[src/rtl/minha_busca.sv]
// Instruction fetch stage: reads a 4K-word RAM at the PC and hands the word to a
// consumer over a valid/ready handshake. Optional handshake counter under BUSCA_CONTADOR_EN.
module minha_busca #(
  parameter logic [11:0] PC_INICIAL = 12'h000
) (
  input  logic        relogio_in,
  input  logic        reinicia_in,
  input  logic        carrega_in,
  input  logic [11:0] desvio_in,
  input  logic        pronto_in,
  input  logic [15:0] dado_mem_in,
  output logic [11:0] endereco_out,
  output logic        habilita_out,
  output logic [15:0] instrucao_out,
  output logic [11:0] pc_out,
  output logic        valida_out
`ifdef BUSCA_CONTADOR_EN
  ,
  output logic [15:0] contagem_out
`endif
);

  // Handshake: a word transfers on a rising edge where valida_out=1 and pronto_in=1
  // and no jump or reset is requested; valida_out holds with its data until then.
  typedef enum logic {
    BUSCA   = 1'b0,
    ENTREGA = 1'b1
  } estado_t;

  estado_t     estado_q, estado_d;
  logic [11:0] pc_q, pc_d;
  logic [15:0] instr_q, instr_d;
  logic [11:0] pc_saida_q, pc_saida_d;
  logic        handshake;

  always_comb begin
    estado_d   = estado_q;
    pc_d       = pc_q;
    instr_d    = instr_q;
    pc_saida_d = pc_saida_q;
    handshake  = 1'b0;
    if (carrega_in) begin
      // A jump wins over a pending handshake; the held word is simply abandoned.
      pc_d     = desvio_in;
      estado_d = BUSCA;
    end else begin
      case (estado_q)
        BUSCA: begin
          instr_d    = dado_mem_in;
          pc_saida_d = pc_q;
          estado_d   = ENTREGA;
        end
        ENTREGA: begin
          if (pronto_in) begin
            handshake = 1'b1;
            pc_d      = pc_q + 12'd1;
            estado_d  = BUSCA;
          end
        end
        default: estado_d = BUSCA;
      endcase
    end
  end

  always_ff @(posedge relogio_in) begin
    if (reinicia_in) begin
      estado_q   <= BUSCA;
      pc_q       <= PC_INICIAL;
      instr_q    <= 16'h0000;
      pc_saida_q <= 12'h000;
    end else begin
      estado_q   <= estado_d;
      pc_q       <= pc_d;
      instr_q    <= instr_d;
      pc_saida_q <= pc_saida_d;
    end
  end

`ifdef BUSCA_CONTADOR_EN
  logic [15:0] contagem_q, contagem_d;

  always_comb begin
    contagem_d = contagem_q;
    if (handshake) contagem_d = contagem_q + 16'd1;
  end

  always_ff @(posedge relogio_in) begin
    if (reinicia_in) contagem_q <= 16'h0000;
    else             contagem_q <= contagem_d;
  end

  assign contagem_out = contagem_q;
`else
  logic handshake_sem_uso;
  assign handshake_sem_uso = handshake;
`endif

  // The one-bit state doubles as the valid flag, so valida_out is the FSM debug view.
  assign valida_out    = (estado_q == ENTREGA);
  assign endereco_out  = pc_q;
  assign habilita_out  = 1'b0;
  assign instrucao_out = instr_q;
  assign pc_out        = pc_saida_q;

endmodule

[config.mk]
export PLATFORM = sky130hd
export DESIGN_NAME = minha_busca
export DESIGN_NICKNAME = d
export VERILOG_FILES = /design/src/rtl/minha_busca.sv
export SDC_FILE = /design/constraint.sdc
export NUM_CORES = 1
export LEC_CHECK = 0
export CAP_MARGIN = 15
export CORE_UTILIZATION = 65
export CTS_CLUSTER_SIZE = 8
export DETAILED_ROUTE_END_ITERATION = 7
export DONT_BUFFER_PORTS = 1
export PLACE_DENSITY = 0.81
export SLEW_MARGIN = 20
export SYNTH_ARGS = -nofsm -noshare
export SYNTH_HDL_FRONTEND = slang
export SYNTH_SLANG_ARGS = --single-unit
export TNS_END_PERCENT = 20
[constraint.sdc]
create_clock -name relogio_in -period 3.4 [get_ports relogio_in]
set_clock_uncertainty 0.05 [all_clocks]
set_input_delay 0.68 -clock relogio_in [delete_from_list [all_inputs] [get_ports relogio_in]]
set_output_delay 0.68 -clock relogio_in [all_outputs]
set_load 0.005 [all_outputs]
### Word level (Yosys, flattened, before mapping)

Index checks and enable logic that the tools add are counted.

* mux-type cells: 5
* reductions and logical operators: 5
* $add $sub $neg: 1
* bitwise logic cells: 2

Operators by type and width (count)
* 2-to-1 mux 12 bit: 3
* adder 12 x 1 -> 12 bit (second input constant): 1
* AND reduction 2 bit: 2
* nonzero test 2 bit: 2
* NOT 1 bit: 2
* case mux 1 bit (2 select lines): 1
* OR reduction 2 bit: 1
* 2-to-1 mux 1 bit: 1

* logic and storage cells: 17
* input bits: 32
* register bits after elaboration: 41

### Depth between registers and ports, before layout

Gate-level depths: netlist of run 1.

* depth in word-level cells: 4
* depth in mapped cells: 6

### Least setup slack after synthesis of run 1

No wires, ideal clock.

* kind: input port to flip-flop
* from: in carrega_in
* to: reg pc_saida_q[2] (netlist: pc_out[2])
* data required time: 3.280 ns
* buffers on the path: 2
* stages on the path: 5
* slack: 1.594 ns
* arrival time: 1.686 ns
* cell sequence: clkbuf_1 nor2_1 clkbuf_1 nand2_1 a21oi_1

* longest elaborated chain between the ends: 2

Ends and longest elaborated chain
* start: declaration: RTL line 8 `input logic carrega_in,`
* NOT 1 bit (no line)
* AND reduction 2 bit (no line)
* end signal: assignment: RTL line 75 `pc_saida_q <= pc_saida_d;`
* end: declaration: RTL line 33 `logic [11:0] pc_saida_q, pc_saida_d;`

Every way passes these cells.
A chain may end at the register's enable or synchronous reset.

### Final worst setup path of run 1

* from: reg pc_q[2] (netlist: endereco_out[2])
* to: reg pc_q[8] (netlist: endereco_out[8])

* longest elaborated chain between the ends: 4

Ends and longest elaborated chain
* start: declaration: RTL line 31 `logic [11:0] pc_q, pc_d;`
* start signal: assignment: RTL line 73 `pc_q <= pc_d;`
* adder 12 x 1 -> 12 bit: RTL line 56 `pc_d = pc_q + 12'd1;`
* 2-to-1 mux 12 bit: RTL line 54 `if (pronto_in) begin`
* 2-to-1 mux 12 bit: RTL line 47 `case (estado_q)`
* 2-to-1 mux 12 bit: RTL line 42 `if (carrega_in) begin`

Every way passes these cells. The select of a mux whose other input is x is not followed.

==> impl_results.md, run 1 <==
* RSZ-0062 raised after global routing: no
* Worst EP arrival at 2.04 ns
* Crit path cell chain: nand4_2, or4_1, a311oi_1
* DP Area at 1640 µm²
* CTS Buf Count at 5
* Antenna Nets Post-Route at 0
* Gate power share at ~7%
* WL/cell at 15.1 µm
* Critical path type: reg -> reg
* # hold bufs at CTS at 0
* Final core occ at 69.1%
* Worst EP required at 3.61 ns
* Final worst path period share at 53.7%
* Design Power at ~840 µW
* Hold Crit Class: in -> reg
* Most frequent cells in the layout: nand2_1 (60), dfxtp_1 (41), a21oi_1 (28)
* Multiplexer share of the synthesized area at 0%
* Clock share of power at between 20% and 30%
* GRT Util Overall at about a quarter
* Clock slew at reported path FFs at 0.11 ns
* Seq pwr share at between 60% and 70%
* Die X at 52.7 µm
* Number of hold violations in the final report at 0
* Pwr Density at 496 nW/µm²
* Vias per cell at 6.19
* Pin count of the biggest net entering global routing at 42
* Avg Cell Area, Syn at 8.00 µm²
* Minimum clock period at 1.83 ns
* Status: finished clean
* # clock sinks at 41
* Synth cell types at 33
* Die Ht at 52.7 µm
* Compound-Gate Fraction of Synth Area at 19.1%
* Layout area overhead at 1.50%
* Xor and xnor area share after synthesis at 1.05%
* DRC viols at 0
* ANT cells at 0
* Slew @ Worst Pin at 1.00 ns
* Vias in the first global route at 1148
* Global placement routability congestion at 0.733
* Max transition margin at roughly a third
* Post-CTS setup repair buffer count at 0
* Crit path max fanout at 12
* Max-cap violation count at 0
* Global-route wire length before repair at about 5100 µm
* Slowest stage delay, CP at 0.57 ns
* CTS tree: built
* DR vias at 1431
* # port buffers at 0
* Net count, final at ~230
* Slew Viols, Final at 0
* VDD IR max at between 0.3 and 0.4 mV
* CP max stage cell: or4_1
* DR pass1 iterations at 4
* Sequential element share of the synthesized area at 49.1%
* Synthesis-stage register bit count at between 40 and 50
* Setup_tns at 0 ns
* Post-Synth Adder-Cell Area at 0.749%
* Overall die area at ~2800 µm²
* Commonest non-fill, non-tap cell in the layout: nand2_1
* Synth top area cells: dfxtp_1 (49%), nand2_1 (13%), a21oi_1 (8.4%)
* Switching share of power at 25.3%
* LEAKAGE at 0.584 nW
* I/O Pins at 74
* Total net switching power at roughly 210 µW
* Finished Layout Cells at roughly 230
* Register area at just over 800 µm²
* Layout cells sized above 1 at 4.98%
* Multi-input logic area at 768 µm²
* Crit end category: flip-flop
* DRT iter0 DRCs at 33
* Starting density of the core at 68.1%
* Largest family of logic cells by synthesized area: simple AND/OR/NAND/NOR gates
* Initial antenna violation count at 0
* Number of fill cells at 220
* Clock buffer depth at 2
* Worst setup SP type: flip-flop
* Root Buffer: clkbuf_4
* H-Tree Depth at 2
* Synth Area in Simple Gates at around 25%
* Final Instance Area at 1700 µm²
* # rows at 18
* Mapped Cells at 209
* Hpwl dp at 2390 µm
* Yosys top cell area share at 49.1%
* Final setup viols at 0
* Fmax at 548 MHz
* Worst-Skew Late Latency at 0.34 ns
* Cell-internal power at 629 µW
* Drt total wl at 3490 µm
* Ys Warns at 0
* Total core area at 2450 µm²
* Mapped Area at 1670 µm²
* Total grt overflow at 0
* Library cell with the largest summed area after synthesis: dfxtp_1
* Number of cells after detailed placement at 224
* Resized Gates After CTS at 0
* Synth Net Count at 242
logic make-up after synthesis:
group                      after synthesis
AOI/OAI and AO/OA                       52
xor gates and xnor gates                 2
adders and majority gates                1
buffers and inverters                   19
DFF                                     41
other                                    1
and+or+nand+nor                         93
cells in the mapped netlist:
master,count
nand2_1,60
dfxtp_1,41
a21oi_1,28
clkbuf_1,11
nor2_1,11
a311oi_1,7
o21ai_0,5
or4_1,5
inv_1,4
nand3_1,4
o31ai_1,4
a211oi_1,3
nand4_1,3
and3_1,2
buf_2,2
or3_1,2
a2111oi_0,1
a221oi_1,1
a31oi_1,1
buf_4,1
buf_6,1
conb_1,1
ha_1,1
nand3b_1,1
nand4_2,1
nor2b_1,1
nor3_1,1
o21bai_1,1
o31a_1,1
or2_2,1
or3_2,1
xnor2_1,1
xor2_1,1
worst max-delay path: cells and delay by family (launching register included):
kind	cells	cell delay, ns
AO/OA/AOI/OAI	1	0.28
flip-flops	1	0.52
AND/OR/NAND/NOR	2	0.88
metrics by stage:
| step | hold slack, ns | worst slack, ns |
|---|---|---|
| 3_3_place_gp | 0.404 | 1.53 |
| 3_5_place_dp | 0.408 | 1.50 |
| 2_1_floorplan | 0.403 | 1.59 |
| 5_1_grt | 0.319 | 1.45 |
| 6_report | 0.338 | 1.57 |
| 4_1_cts | 0.322 | 1.57 |
area by class of cell:
class / count / area share (%)
Clock buffer: 7 / 3.24
Inverter: 4 / 0.885
Multi-Input combinational cell: 149 / 45.3
Sequential cell: 41 / 48.4
Tap cell: 30 / 2.21
path summary, 6_finish.rpt:
path	start	cells after the start	slack, ns	endpoint
setup / recovery	endereco_out[2]	3	1.57	endereco_out[8]
hold / removal	carrega_in	1	0.34	valida_out
setup reg to reg	endereco_out[2]	3	1.57	endereco_out[8]
hold reg to reg	instrucao_out[8]	2	0.42	instrucao_out[8]
state kept, by name, indices dropped and copies added, names as in the netlist:
signal,cells
pc_out,12
valida_out,1
endereco_out,12
instrucao_out,16
power by group through the flow:
| stage | sequential [mW] | clock [mW] | combinational (mW) |
|---|---|---|---|
| after floorplan | 0.541 | 0 | 0.0613 |
| after global placement | 0.550 | 0 | 0.0569 |
| after detailed placement | 0.551 | 0 | 0.0607 |
| after CTS | 0.539 | 0.248 | 0.0608 |
| after global routing | 0.544 | 0.263 | 0.0692 |
| final | 0.540 | 0.242 | 0.0598 |
routing by layer:
layer	track usage, %	part of all wire [%]	vias to the layer above	routed length [µm]
met3	8.99	8.5	6	296
met4	14.5	1.5	0	51
met2	42.8	48	67	1680
met5	0	0	-	0
li1	-	-	708	-
met1	28.3	42	650	1460
Power figures use the tool's default switching activity.
==> run 2, diff against run 1 <==
Settings changed: CORE_UTILIZATION 65 to 55, PLACE_DENSITY 0.81 to 0.73.
Clock period 3.4 ns to 1.5 ns, I/O delays scaled along.
==> run 2 against run 1 <==
  * Sequential cell count unchanged
  * Power increased to 2.6 times the previous value
  * First-iteration DRC count increased to 2.6 times the previous value
  * Critical path depth increased by 1
  * Critical path type unchanged
  * Sequential power increased by 120%
  * Routed wire length increased by 22%
  * Worst setup slack got worse by 1.6 ns
  * Largest cell class unchanged
  * Worst hold slack got worse by 0.31 ns
  * Utilization increased by 0.33 points
  * Clock power increased to 3.1 times the previous value
  * The flow now finishes with violations (design-rule violations)
  * Non-clock buffer count increased by 19
  * Sequential share of layout area decreased by 5.2 points
  * Largest power group unchanged
==> impl_results.md, run 2 (synthesized netlist as in run 1, its figures left out) <==
* Status: finished, violations left
* Violated checks: design-rule violations
* Total core area at 2830 µm² (+15%)
* Number of fill cells at 223 (+1.4%)
* Crit end category: flip-flop
* Max-cap violation count at 0 (unchanged)
* RSZ-0062 raised after global routing: yes
* Die Ht at 57.1 µm (+8.4%)
* CTS tree: built
* Global placement routability congestion at 0.813 (+11%)
* Commonest non-fill, non-tap cell in the layout: nand2_1
* Critical path type: reg -> reg
* Worst-Skew Late Latency at 0.35 ns (about the same)
* FF-to-FF path depth at 4 (+1)
* Overall die area at 3260 µm² (+17%)
* Setup_tns at 0 ns (unchanged)
* Hold path startpoint: dado_mem_in[10]
* Minimum clock period at 1.49 ns (-0.332 ns)
* Net count, final at 254 (+8.5%)
* Hold slack final at 0.0241 ns (-0.314 ns)
* LEAKAGE at 0.707 nW (+21%)
* Layout cells sized above 1 at 19.4% (+14 points)
* Global-route wire length before repair at 6350 µm (+26%)
* Pwr Density at 1120 nW/µm² (+130%)
* DR vias at 1597 (+12%)
* Crit path max fanout at 10 (-2)
* DR pass1 iterations at 8 (+4)
* Vias in the first global route at 1476 (+29%)
* R2R Path Start: endereco_out[1]
* Worst setup SP type: flip-flop
* Reg2Reg Capture Point: endereco_out[9]
* Setup ws final at 0.00559 ns (-1.57 ns)
* # port buffers at 0 (unchanged)
* I/O Pins at 74 (unchanged)
* Initial antenna violation count at 0 (unchanged)
* Die X at 57.1 µm (+8.4%)
* Worst EP required at 1.72 ns (-1.89 ns)
* Number of hold violations in the final report at 0 (unchanged)
* WL/cell at 16.8 µm (+11%)
* Worst EP arrival at 1.71 ns (-0.33 ns)
* Clock buffer depth at 2 (unchanged)
* DRC viols at 15 (+15)
* Final setup viols at 0 (unchanged)
* VDD IR max at 0.813 mV (+120%)
* Drt total wl at 4250 µm (+22%)
* Most frequent cells in the layout: nand2_1 (60), dfxtp_1 (31), a21oi_1 (28)
* Clock slew at reported path FFs at 0.12 ns (about the same)
* CTS Buf Count at 5 (unchanged)
* Slew Viols, Final at 0 (unchanged)
* Reg-to-reg setup timing slack at 0.006 ns (-1.57 ns)
* Antenna Nets Post-Route at 0 (unchanged)
* # clock sinks at 41 (unchanged)
* Pin count of the biggest net entering global routing at 39 (-7.1%)
* DRT iter0 DRCs at 85 (+160%)
* Layout area overhead at 17.5%
* Fmax at 669 MHz (+22%)
* Pre-CTS setup slack at -0.0988 ns (-1.60 ns)
* Total grt overflow at 0 (unchanged)
* Max FFs per register at 16 (unchanged)
* Hpwl dp at 2720 µm (+14%)
* Vias per cell at 6.31 (+1.9%)
* Final worst path period share at 99.6% (+46 points)
* GRT Util Overall at 25.3% (-0.49 points)
* Starting density of the core at 59.1% (-9.0 points)
* Hold Crit Class: in -> reg
* Hold EP: instrucao_out[10]
* H-Tree Depth at 2 (unchanged)
* Worst Hold Path Cells at 2 (+1)
* Root Buffer: clkbuf_4
* # rows at 19 (+1)
* ANT cells at 0 (unchanged)
## run 2: changes by cell type in the layout (fill, tap and decap cells not counted), sizes merged
cell	delta
dlygate4sd3	+2
bufinv	+1
clkinvlp	+1
clkbuf	-1
nand4	+1
buf	+17
## run 2: power by group
group / total, mW / internal, mW / leakage, nW / switching [mW]
logic: 0.227 / 0.0956 / 0.321 / 0.132
registers: 1.21 / 1.15 / 0.342 / 0.0639
clock network: 0.756 / 0.396 / 0.0445 / 0.360
total: 2.20 / 1.64 / 0.707 / 0.556
## run 2: worst max path at each step
stage                     from          endpoint  slack [ns]  depth (start not counted)
2_1_floorplan  endereco_out[5]  endereco_out[10]      -0.008                          4
3_3_place_gp   endereco_out[5]   endereco_out[8]       0.004                          3
3_5_place_dp   endereco_out[5]   endereco_out[8]        -0.1                          3
4_1_cts        endereco_out[1]  endereco_out[10]       0.002                          4
5_1_grt        endereco_out[6]   endereco_out[9]       -0.09                          3
6_report       endereco_out[1]   endereco_out[9]       0.006                          4
## run 2: worst max-delay path, cell delays in order, from the launching register on
cell	delay, ns
dfxtp_2	0.40
nand4_1	0.10
buf_4	0.18
or4_1	0.43
a311oi_1	0.26
## run 2: layout make-up
class / count / area, µm² / share of cell area (%)
Clock inverter: 2 / 37.5 / 1.91
Timing Repair Buffer: 19 / 160 / 8.15
Inverter: 4 / 15.0 / 0.764
Sequential cell: 41 / 848 / 43.2
Multi-Input combinational cell: 150 / 813 / 41.4
Clock buffer: 6 / 51.3 / 2.61
Tap cell: 31 / 38.8 / 1.97
## run 2: through the flow
stage | std cells | util, % | area (µm²) | power (mW)
final | 253 | 69.4 | 1960 | 2.20
after global routing | 253 | 69.4 | 1960 | 2.28
after CTS | 250 | 67.3 | 1900 | 2.20
after detailed placement | 239 | 61.9 | 1750 | 1.42
after global placement | 239 | 61.9 | 1750 | 1.41
after floorplan | 209 | - | 1680 | 1.37
## run 2: layer usage
metal	part of all wire [%]	track usage (%)	up-vias
li1	-	-	752
met1	40	27.1	740
met2	49	46.1	92
met3	8.1	8.16	13
met4	2.4	10.1	0
met5	0	0	-
## run 2: what timing repair did
| item | 4_1_cts | 5_1_grt |
|---|---|---|
| hold buffers | 3 | 0 |
| endpoints found under the setup margin | 4 | 4 |
| pin swaps | 1 | 3 |
| setup buffers | 0 | 2 |
| cloned | 0 | 1 |
| resized for setup | 9 | 9 |
| endpoints found under the hold margin | 39 | 0 |
==> run 3, diff against run 2 <==
Settings changed: MAX_ROUTING_LAYER set to met4.
==> run 3 against run 2 <==
  * The flow still finishes with violations (design-rule violations)
  * Final area stayed put
  * Via count is 0.31% higher
  * Combinational power hardly changed
  * Clock power hardly changed
  * Non-clock buffer count stayed put
  * Sequential cell count stayed put
  * Register-to-register slack hardly changed
  * Routed wire length is 1.5% lower
  * Maximum frequency is 0.25% lower
==> impl_results.md, run 3 (synthesized netlist as in run 1, its figures left out) <==
* Max-cap violation count at 0 (unchanged)
* Overall die area at 3260 µm² (unchanged)
* Pwr Density at 1120 nW/µm² (-0.10%)
* # port buffers at 0 (unchanged)
* Global placement routability congestion at 0.825 (+1.5%)
* Starting density of the core at 59.1% (unchanged)
* Vias per cell at 6.33 (+0.31%)
* # rows at 19 (unchanged)
* Net count, final at 254 (unchanged)
* Number of hold violations in the final report at 0 (unchanged)
* Hold slack final at 0.0247 ns (+0.000676 ns)
* Initial antenna violation count at 0 (unchanged)
* Slowest stage delay, CP at 0.43 ns (about the same)
* Crit end category: flip-flop
* ANT cells at 0 (unchanged)
* R2R Path Start: endereco_out[1]
* Critical path endpoint: endereco_out[9]
* Critical path type: reg -> reg
* Crit path max fanout at 10 (unchanged)
* FF-to-FF path depth at 4 (unchanged)
* Worst EP required at 1.71 ns (about the same)
* Pin count of the biggest net entering global routing at 39 (unchanged)
* Reg-to-reg setup timing slack at 0.002 ns (about the same)
* Violated checks: design-rule violations
* WL/cell at 16.5 µm (-1.5%)
* Reg2Reg Capture Point: endereco_out[9]
* Layout area overhead at 17.5% (unchanged)
* Total grt overflow at 0 (unchanged)
* Met2 wire len at 2060 µm (-1.1%)
* Final core occ at 69.4% (unchanged)
* Setup_tns at 0 ns (unchanged)
* VDD IR max at 0.814 mV (+0.11%)
* Number of cells after detailed placement at 239 (unchanged)
* Die X at 57.1 µm (unchanged)
* Met3 WL post-DR at 373 µm (+8.1%)
* Final setup viols at 0 (unchanged)
* Finished Layout Cells at 253 (unchanged)
* Worst-Skew Late Latency at 0.34 ns (about the same)
* Fmax at 668 MHz (-0.25%)
* Die Ht at 57.1 µm (unchanged)
* Hold Crit Class: in -> reg
* Global-route wire length before repair at 6330 µm (-0.31%)
* GRT Util Overall at 26.1% (+0.74 points)
* Number of fill cells at 223 (unchanged)
* Top routing layer used: met4
* Hold path startpoint: dado_mem_in[10]
* Drt total wl at 4180 µm (-1.5%)
* Setup ws final at 0.00189 ns (-0.00369 ns)
* Antenna Nets Post-Route at 0 (unchanged)
* Worst EP arrival at 1.71 ns (about the same)
* LEAKAGE at 0.707 nW (unchanged)
* H-Tree Depth at 2 (unchanged)
* Vias in the first global route at 1476 (unchanged)
* Worst setup SP type: flip-flop
* Commonest non-fill, non-tap cell in the layout: nand2_1
* # clock sinks at 41 (unchanged)
* Layout cells sized above 1 at 19.4% (unchanged)
* CTS Buf Count at 5 (unchanged)
* Most frequent cells in the layout: nand2_1 (60), dfxtp_1 (31), a21oi_1 (28)
* Critical path origin: endereco_out[1]
* Final worst path period share at 99.9% (+0.25 points)
* Slew Viols, Final at 0 (unchanged)
* Hpwl dp at 2720 µm (unchanged)
* Minimum clock period at 1.50 ns (+0.00369 ns)
* DR pass1 iterations at 8 (unchanged)
* Post-Route M1 WL at 1650 µm (-3.9%)
* CP max stage cell: or4_1
* Pre-CTS setup slack at -0.0988 ns (unchanged)
* Crit path cell chain: nand4_1, buf_4, or4_1, a311oi_1
* Total core area at 2830 µm² (unchanged)
* DRT iter0 DRCs at 84 (-1.2%)
* Clock buffer depth at 2 (unchanged)
* Root Buffer: clkbuf_4
* Clock slew at reported path FFs at 0.12 ns (about the same)
* DR vias at 1602 (+0.31%)
* I/O Pins at 74 (unchanged)
* Max FFs per register at 16 (unchanged)
* DRC viols at 15 (unchanged)
* Status: finished, violations left
* RSZ-0062 raised after global routing: yes
* CTS tree: built
==> run 3: cell counts in the layout (fill, tap and decap cells not counted) <==
Identical to the previous run, type by type.
==> run 3: worst min-delay path by stage <==
stage | end | cells after the start
floorplan | valida_out | 1
global placement | instrucao_out[10] | 1
detailed placement | endereco_out[4] | 1
CTS | instrucao_out[10] | 2
global route | instrucao_out[12] | 2
finish | instrucao_out[10] | 2
==> run 3: layout make-up <==
| type | instances | area (µm²) | share of cell area (%) |
|---|---|---|---|
| sequential | 41 | 848 | 43.2 |
| multi-input combinational | 150 | 813 | 41.4 |
| timing repair buffer | 19 | 160 | 8.15 |
| clock buffer | 6 | 51.3 | 2.61 |
| tap | 31 | 38.8 | 1.97 |
| clock inverter | 2 | 37.5 | 1.91 |
| inverter | 4 | 15.0 | 0.764 |
==> run 3: per-layer routing <==
| metal | vias up | GRT usage, % |
|---|---|---|
| met4 | 0 | 10.1 |
| met2 | 96 | 45.7 |
| met3 | 11 | 8.16 |
| li1 | 754 | - |
| met5 | - | - |
| met1 | 741 | 27.2 |
==> run 3: what timing repair did <==
| action | CTS | global route |
|---|---|---|
| hold buffers | 3 | 0 |
| hold endpoints to repair | 39 | 0 |
| pin swaps | 1 | 3 |
| setup endpoints to repair | 4 | 4 |
| gates cloned | 0 | 1 |
| setup buffers | 0 | 2 |
| gates resized for setup | 9 | 9 |
==> run 3: metrics by stage <==
stage          total power, mW  area [µm²]
3_3_place_gp              1.41        1750
2_1_floorplan             1.37        1680
3_5_place_dp              1.42        1750
5_1_grt                   2.28        1960
6_report                  2.19        1960
4_1_cts                   2.20        1900
==> run 3: worst max-delay path, delay by kind of cell, from the launching register on <==
family / cells / cell delay (ns)
flops: 1 / 0.40
buf+inv: 1 / 0.18
compound gates: 1 / 0.26
simple gates: 2 / 0.53
==> run 3: report_power, final <==
group | internal [mW] | total [mW] | switching (mW)
sequential | 1.15 | 1.21 | 0.0638
combinational | 0.0955 | 0.227 | 0.131
clock | 0.396 | 0.754 | 0.358
